$ cat config.mk
export PLATFORM = sky130hd
export DESIGN_NAME = fpu_tag_buffer
export DESIGN_NICKNAME = d
export VERILOG_FILES = /design/src/rtl/fpu_tag_buffer.sv
export SDC_FILE = /design/constraint.sdc
export NUM_CORES = 1
export LEC_CHECK = 0
export BUFFER_PORTS_ARGS = -buffer_cell sky130_fd_sc_hd__buf_4
export CAP_MARGIN = 20
export CORE_UTILIZATION = 30
export DETAILED_ROUTE_END_ITERATION = 16
export GPL_ROUTABILITY_DRIVEN = 0
export SYNTH_ARGS = -nofsm -noshare
export SYNTH_HDL_FRONTEND = slang
export SYNTH_SLANG_ARGS = --single-unit
$ cat constraint.sdc
create_clock -name clk -period 25 [get_ports clk]
set_clock_uncertainty 0.2 [all_clocks]
set_input_delay 2.5 -clock clk [delete_from_list [all_inputs] [get_ports clk]]
set_output_delay 2.5 -clock clk [all_outputs]
set_load 0.05 [all_outputs]
$ cat src/rtl/fpu_tag_buffer.sv
// Tag manager in front of the FPU: allocates tags, holds per-tag metadata, re-associates out-of-order completions.
// Optional per-lane fflags merge is compiled in when FPU_TAG_BUFFER_FFLAGS_EN is defined.
module fpu_tag_buffer #(
    parameter int TAGW   = 4,
    parameter int META_W = 40,
    parameter int LANES  = 4
) (
    input  logic                  clk,
    input  logic                  reset,
    input  logic                  req_valid,
    output logic                  req_ready,
    input  logic [META_W-1:0]     req_meta,
    input  logic [LANES-1:0]      req_tmask,
    output logic                  fpu_valid_in,
    input  logic                  fpu_ready_in,
    output logic [TAGW-1:0]       fpu_tag_in,
    input  logic                  fpu_valid_out,
    output logic                  fpu_ready_out,
    input  logic [TAGW-1:0]       fpu_tag_out,
    input  logic [LANES*32-1:0]   fpu_result,
    input  logic                  fpu_has_fflags,
    input  logic [LANES*5-1:0]    fpu_fflags,
    output logic                  rsp_valid,
    input  logic                  rsp_ready,
    output logic [META_W-1:0]     rsp_meta,
    output logic [LANES-1:0]      rsp_tmask,
    output logic [LANES*32-1:0]   rsp_result,
    output logic                  rsp_has_fflags,
    output logic [4:0]            rsp_fflags,
    output logic                  busy
);
    localparam int DEPTH   = 1 << TAGW;
    localparam int ENTRY_W = META_W + LANES;
    localparam logic [TAGW:0] CNT_ONE  = (TAGW+1)'(1);
    localparam logic [TAGW:0] CNT_FULL = (TAGW+1)'(DEPTH);

    logic [DEPTH-1:0]    r_used;
    logic [TAGW:0]       r_count;
    logic [ENTRY_W-1:0]  r_ram [DEPTH];
    logic [ENTRY_W-1:0]  r_rsp_entry;
    logic [LANES*32-1:0] r_rsp_result;
    logic                r_rsp_valid;
    logic [TAGW-1:0]     w_alloc_tag;
    logic                w_full;
    logic                w_issue_fire;
    logic                w_cmpl_fire;

    // Lowest free index wins; scanning downward lets the last hit be the smallest.
    always_comb begin
        w_alloc_tag = '0;
        for (int i = DEPTH - 1; i >= 0; i--) begin
            if (!r_used[i]) w_alloc_tag = TAGW'(i);
        end
    end

    assign w_full        = (r_count == CNT_FULL);
    assign fpu_valid_in  = req_valid && !w_full;
    assign req_ready     = fpu_ready_in && !w_full;
    assign fpu_tag_in    = w_alloc_tag;
    assign w_issue_fire  = req_valid && req_ready;
    assign fpu_ready_out = !r_rsp_valid || rsp_ready;
    assign w_cmpl_fire   = fpu_valid_out && fpu_ready_out;
    assign busy          = (r_count != '0);

    // A tag being issued is free and a tag completing is in use, so one bit never sees both.
    generate
        for (genvar gi = 0; gi < DEPTH; gi++) begin : g_used
            always_ff @(posedge clk) begin
                if (reset) begin
                    r_used[gi] <= 1'b0;
                end else if (w_cmpl_fire && (fpu_tag_out == TAGW'(gi))) begin
                    r_used[gi] <= 1'b0;
                end else if (w_issue_fire && (w_alloc_tag == TAGW'(gi))) begin
                    r_used[gi] <= 1'b1;
                end
            end
        end
    endgenerate

    always_ff @(posedge clk) begin
        if (reset) begin
            r_count <= '0;
        end else begin
            case ({w_issue_fire, w_cmpl_fire})
                2'b10:   r_count <= r_count + CNT_ONE;
                2'b01:   r_count <= r_count - CNT_ONE;
                default: r_count <= r_count;
            endcase
        end
    end

    // Metadata table with registered read straight into the response register.
    always_ff @(posedge clk) begin
        if (w_issue_fire) r_ram[w_alloc_tag] <= {req_meta, req_tmask};
        if (w_cmpl_fire) begin
            r_rsp_entry  <= r_ram[fpu_tag_out];
            r_rsp_result <= fpu_result;
        end
    end

    always_ff @(posedge clk) begin
        if (reset) begin
            r_rsp_valid <= 1'b0;
        end else if (w_cmpl_fire) begin
            r_rsp_valid <= 1'b1;
        end else if (rsp_ready) begin
            r_rsp_valid <= 1'b0;
        end
    end

    assign rsp_valid  = r_rsp_valid;
    assign rsp_meta   = r_rsp_entry[ENTRY_W-1:LANES];
    assign rsp_tmask  = r_rsp_entry[LANES-1:0];
    assign rsp_result = r_rsp_result;

`ifdef FPU_TAG_BUFFER_FFLAGS_EN
    logic                 r_rsp_has_fflags;
    logic [LANES*5-1:0]   r_rsp_fflags_raw;
    logic [LANES*5-1:0]   w_masked;
    logic [4:0]           w_merged;

    always_ff @(posedge clk) begin
        if (reset) begin
            r_rsp_has_fflags <= 1'b0;
            r_rsp_fflags_raw <= '0;
        end else if (w_cmpl_fire) begin
            r_rsp_has_fflags <= fpu_has_fflags;
            r_rsp_fflags_raw <= fpu_fflags;
        end
    end

    // Raw lane flags are kept and masked with the stored tmask on the way out.
    generate
        for (genvar gi = 0; gi < LANES; gi++) begin : g_lane_mask
            assign w_masked[gi*5 +: 5] = r_rsp_fflags_raw[gi*5 +: 5] & {5{rsp_tmask[gi]}};
        end
    endgenerate

    always_comb begin
        w_merged = '0;
        for (int i = 0; i < LANES; i++) begin
            w_merged = w_merged | w_masked[i*5 +: 5];
        end
    end

    assign rsp_has_fflags = r_rsp_has_fflags;
    assign rsp_fflags     = r_rsp_has_fflags ? w_merged : 5'b0;
`else
    logic w_unused_fflags;
    assign w_unused_fflags = ^{fpu_fflags, fpu_has_fflags};
    assign rsp_has_fflags  = 1'b0;
    assign rsp_fflags      = 5'b0;
`endif

`ifndef SYNTHESIS
    always_ff @(posedge clk) begin
        if (!reset && w_cmpl_fire) begin
            assert (r_used[fpu_tag_out]);
        end
    end
`endif

endmodule

## Yosys cells after proc, flatten, opt, wreduce, memory -nomap -nowiden

Memory sizes are Yosys's and may differ from the RTL's. A register that Yosys moved wholly into a read port is not among the register bits.
Cells that the tools add are included.

| storage, ports and cells | value |
|---|---|
| register bits | 150 |
| bits in latches | 0 |
| RAM bits | 704 |
| ROM bits | 0 |
| input port bits | 203 |
| output and inout bits | 187 |
| logic and storage cells | 136 |
| memories kept | 1 |

| cells by class | value |
|---|---|
| add/sub/neg operators | 2 |
| $mul | 0 |
| div/mod/pow operators | 0 |
| $lt $le $gt $ge | 0 |
| equality and inequality tests | 33 |
| shift-type cells | 0 |
| multiplexer cells | 21 |
| bitwise gates (word level) | 0 |
| reduce and logical (&&, ||, !) cells | 60 |

Memories:

| name | words | width | read ports | clocked after memory_dff | write ports | line | source |
|---|---|---|---|---|---|---|---|
| r_ram | 16 | 44 | 1 | 1 | 1 | 39 | `logic [ENTRY_W-1:0] r_ram [DEPTH];` |

Operator list:

| kind | number |
|---|---|
| $eq 4x4->1 const B | 16 |
| $mux 4 | 16 |
| $logic_and 1x1->1 | 36 |
| $eq 4x3->1 const B | 8 |
| $reduce_or 2->1 | 16 |
| $eq 4x2->1 const B | 4 |
| $pmux 5 s2 | 1 |
| $eq 4x1->1 const B | 2 |
| $logic_not 4->1 | 2 |
| $add 5x1->5 const B | 1 |
| $eq 5x5->1 const B | 1 |
| $reduce_bool 5->1 | 1 |
| $sub 5x1->5 const B | 1 |
| $mux 1 | 4 |
| $reduce_bool 2->1 | 2 |
| $eq 2x1->1 const B | 1 |
| $eq 2x2->1 const B | 1 |
| $logic_not 1->1 | 2 |
| $logic_or 1x1->1 | 1 |

## Longest topological paths before layout

| depth | value |
|---|---|
| word-level depth | 18 |
| gate-level depth with buffers | 12 |

## Worst setup path before layout

No wires, ideal clock.

| timing path | value |
|---|---|
| path kind | in2reg |
| start point | input req_valid |
| end point | memory r_ram[2][0] (netlist name) (enable) |
| arrival | 10010 ps |
| required time | 24117 ps |
| setup slack | 14107 ps |
| stages | 5 |
| buffers on the path | 1 |
| cell sequence | nand2_1 -> a21oi_1 -> clkbuf_1 -> o21ai_0 -> a2111oi_0 |

| on the way | value |
|---|---|
| cells in the longest elaborated chain, start to end | 3 |

RTL lines:

| what | line | source |
|---|---|---|
| start: declaration | 10 | `input logic req_valid,` |
| $logic_and 1x1->1 | 60 | `assign w_issue_fire = req_valid && req_ready;` |
| $mux 1 | 94 | `if (w_issue_fire) r_ram[w_alloc_tag] <= {req_meta, req_tmask};` |
| $mux 1 (not written as such) | 94 |  |
| end: declaration | 39 |  |

Every way passes these cells.

## Worst setup path in the final report

| timing path | value |
|---|---|
| start point | input rsp_ready |
| end point | output fpu_ready_out |

| on the way | value |
|---|---|
| cells in the longest elaborated chain, start to end | 1 |

RTL lines:

| what | line | source |
|---|---|---|
| start: declaration | 24 | `input logic rsp_ready,` |
| $logic_or 1x1->1 | 61 | `assign fpu_ready_out = !r_rsp_valid \|\| rsp_ready;` |
| end: declaration | 18 | `output logic fpu_ready_out,` |

Every way passes these cells.

==> results.tsv <==
stage	metric	value	unit
power_and_ir_drop	combPwrFrac	7.2	%
floorplan	die_y	334	µm
power_and_ir_drop	p_clk_share	41.6	%
clock_tree	cts_buffer_depth	3	
synthesis	synth_top_cells_by_area	edfxtp_1 (80%), mux4_2 (15%), dfxtp_1 (1.3%)	
detailed_routing	vias	15635	
worst_setup_path	crit_top_cell	buf_4	
detailed_routing	drtPass1Iterations	8	
global_route	grt_pass1_wl	113000	µm
cells_and_area	final_core_util	37.2	%
timing	finalSetupViolations	0	
detailed_routing	drt_iter0_drc	1137	
clock_tree	cts_made_buffers	97	
synthesis	syn_area	33000	µm²
worst_setup_path	r2r_slack	21150	ps
synthesis	yosys_register_bits	898	
global_route	grt_overflow_total	0	
synthesis	avgSynthCellArea	24.5	µm²
worst_setup_path	path_class	in2out	
outcome	status	finished clean	
placed_design	port_buffers	362	
cells_and_area	final_nets	1982	
synthesis	yosysMostFrequentCell	edfxtp_1	
worst_setup_path	worstReg2RegEnd	r_ram[7][19]	
clock_tree	clk_pin_slew	60	ps
synthesis	ys_seq_area_share	81.0	%
timing	fin_crit	5740	ps
power_and_ir_drop	power_leakage	13.3	nW
cells_and_area	multiInputGateArea	5940	µm²
worst_setup_path	slowest_delay	230	ps
floorplan	core	109000	µm²
synthesis	ys.flop_type	edfxtp_1	
worst_setup_path	crit_end	fpu_ready_out	
cells_and_area	instances_no_fill	3268	
global_route	grt_pass1_vias	16473	
clock_tree	cts-root-buf	clkbuf_16	
global_route	track_usage	14.0	%
clock_tree	post_cts_buffers	0	
synthesis	synth_edf_count	876	
synthesis	yosysTopAreaCell	edfxtp_1	
power_and_ir_drop	power.density	81.5	nW/µm²
detailed_routing	wirelength	78400	µm
detailed_routing	avgViaCountPerCell	4.78	
timing	final_max_slew_viol_count	0	
cells_and_area	diodes	0	
power_and_ir_drop	p_switching	0.750	mW
timing	setup_slack	19260	ps
cells_and_area	drive_above_1_share	41.0	%
synthesis	synthTopCellsByCount	edfxtp_1 (876), mux4_2 (220), clkbuf_1 (24)	
synthesis	synthCells	1346	
detailed_routing	post-route-drc-count	0	
detailed_routing	antenna_left	0	
clock_tree	cts_hold_buf	0	
timing	slew-limit-headroom	23.6	%
floorplan	die_area	111000	µm²
worst_setup_path	crit_required	22300	ps
floorplan	rows	121	
floorplan	initial_core_util	30.3	%
clock_tree	cts.sinks	898	
power_and_ir_drop	p_int	2.56	mW
detailed_routing	routedWlPerCell	24.0	µm
synthesis	synth_cell_types	46	
worst_setup_path	cp_max_fo	4	
worst_setup_path	path_cells	buf_4 > nand2b_1 > buf_4	
synthesis	yosys_warnings	0	
placed_design	hpwl	43000	µm
timing	max_freq	174	MHz
clock_tree	cts_tree	done	
clock_tree	cts_resized	0	
cells_and_area	synthToLayoutAreaGrowth	22.8	%
placed_design	dp.cells	3088	
worst_setup_path	cp-end-kind	primary output	
cells_and_area	regArea	26700	µm²
synthesis	async_reset_ff_share	0	%
run	cap_violations	0	
worst_setup_path	critical_path_arrival	3040	ps
floorplan	ios	390	
cells_and_area	num-fill-cells	9848	
timing	finalCritPeriodShare	23.0	%
synthesis	yosysTopAreaCellShare	79.6	%
timing	setup_tns	0	ps
timing	rsz0062_at_grt	no	
global_route	grt_max_degree	87	
placed_design	dp_worst_setup_slack	18980	ps
timing	finalHoldViolCount	0	
global_route	antenna_found_initial	2	
worst_setup_path	critPathLaunch	rsp_ready	
worst_setup_path	rr_startpoint	r_used[0]	
clock_tree	h-tree-depth	3	
clock_tree	clkLatencyLatePin	660	ps
worst_setup_path	crit_slowest_cell	buf_4	
floorplan	die_w	334	µm
timing	timing.hold.ws	293	ps
timing	tightest_slew	1150	ps
worst_setup_path	worstRegToRegCells	7	
power_and_ir_drop	p_seq_share	51.2	%
worst_setup_path	critPathLaunchType	input pin	
hold_path	hold_path.class	reg2reg	
power_and_ir_drop	ir_drop	51.5	µV
power_and_ir_drop	switching_share	22.7	%
==> critical path, delay by kind of cell <==
kind / cells / cell delay (ps)
and+or+nand+nor: 1 / 210
buffers and inverters: 2 / 330
==> kinds of logic after synthesis <==
group / Yosys count / share of synthesized area, %
DFF: 898 / 81.0
muxes: 221 / 15.0
buffers and inverters: 85 / 1.34
and+or+nand+nor: 75 / 1.16
AOI/OAI and AO/OA: 59 / 1.23
adders and majority gates: 5 / 0.212
xor gates and xnor gates: 2 / 0.0530
other: 1 / 0.0114
==> state kept, by name, summed over array words and instances (netlist names) <==
signal / count
r_count: 5
r_ram: 704
r_rsp_entry: 44
r_used: 16
rsp_result: 128
rsp_valid: 1
==> power groups by stage <==
stage | combinational [mW] | sequential [mW] | clock, mW
3_3_place_gp | 0.237 | 1.73 | 0
4_1_cts | 0.242 | 1.69 | 1.42
3_5_place_dp | 0.241 | 1.73 | 0
2_1_floorplan | 0.0845 | 1.79 | 0
5_1_grt | 0.251 | 1.70 | 1.48
6_report | 0.237 | 1.69 | 1.38
==> final cells by class <==
cell class              instances  area share (%)
clock buffers                 121            6.26
clock inverters                58            1.33
inverters                      19           0.207
multi-input cells             368            14.7
flip-flops and latches        898            65.9
well taps                    1414            4.36
repair buffers                390            7.25
==> stage by stage <==
| stage | instance area, µm² | total power [mW] |
|---|---|---|
| 2_1_floorplan | 33100 | 1.87 |
| 4_1_cts | 40600 | 3.36 |
| 3_5_place_dp | 37500 | 1.97 |
| 5_1_grt | 40600 | 3.42 |
| 3_3_place_gp | 37500 | 1.96 |
| 6_report | 40600 | 3.31 |
==> routing by layer <==
layer | part of all wire [%] | vias to the layer above | track usage, %
met2 | 50 | 660 | 23.3
met4 | 2.0 | 4 | 4.02
li1 | - | 6611 | -
met3 | 7.3 | 115 | 3.34
met5 | 0.040 | - | 0
met1 | 41 | 8245 | 18.1
==> worst min path at each step <==
| stage | from | endpoint | depth (start not counted) | slack (ps) |
|---|---|---|---|---|
| 3_5_place_dp | r_used[15] | r_used[15] | 2 | 290 |
| 4_1_cts | r_used[15] | r_used[15] | 2 | 300 |
| 2_1_floorplan | r_used[13] | r_used[13] | 2 | 250 |
| 5_1_grt | r_used[15] | r_used[15] | 2 | 340 |
| 6_report | r_used[15] | r_used[15] | 2 | 290 |
| 3_3_place_gp | r_used[13] | r_used[13] | 2 | 290 |
==> cell usage in the layout (no fill, tap or decap), drive strengths merged, types with 8 or more instances in the layout <==
master | Yosys | layout
clkinvlp | 0 | 8
nor2 | 18 | 18
clkbuf | 24 | 122
edfxtp | 876 | 876
o21a | 9 | 9
mux4 | 220 | 220
a21oi | 17 | 17
nand2 | 15 | 15
inv | 19 | 20
buf | 42 | 389
dfxtp | 22 | 22
clkinv | 0 | 43
Power figures use the tool's default switching activity.
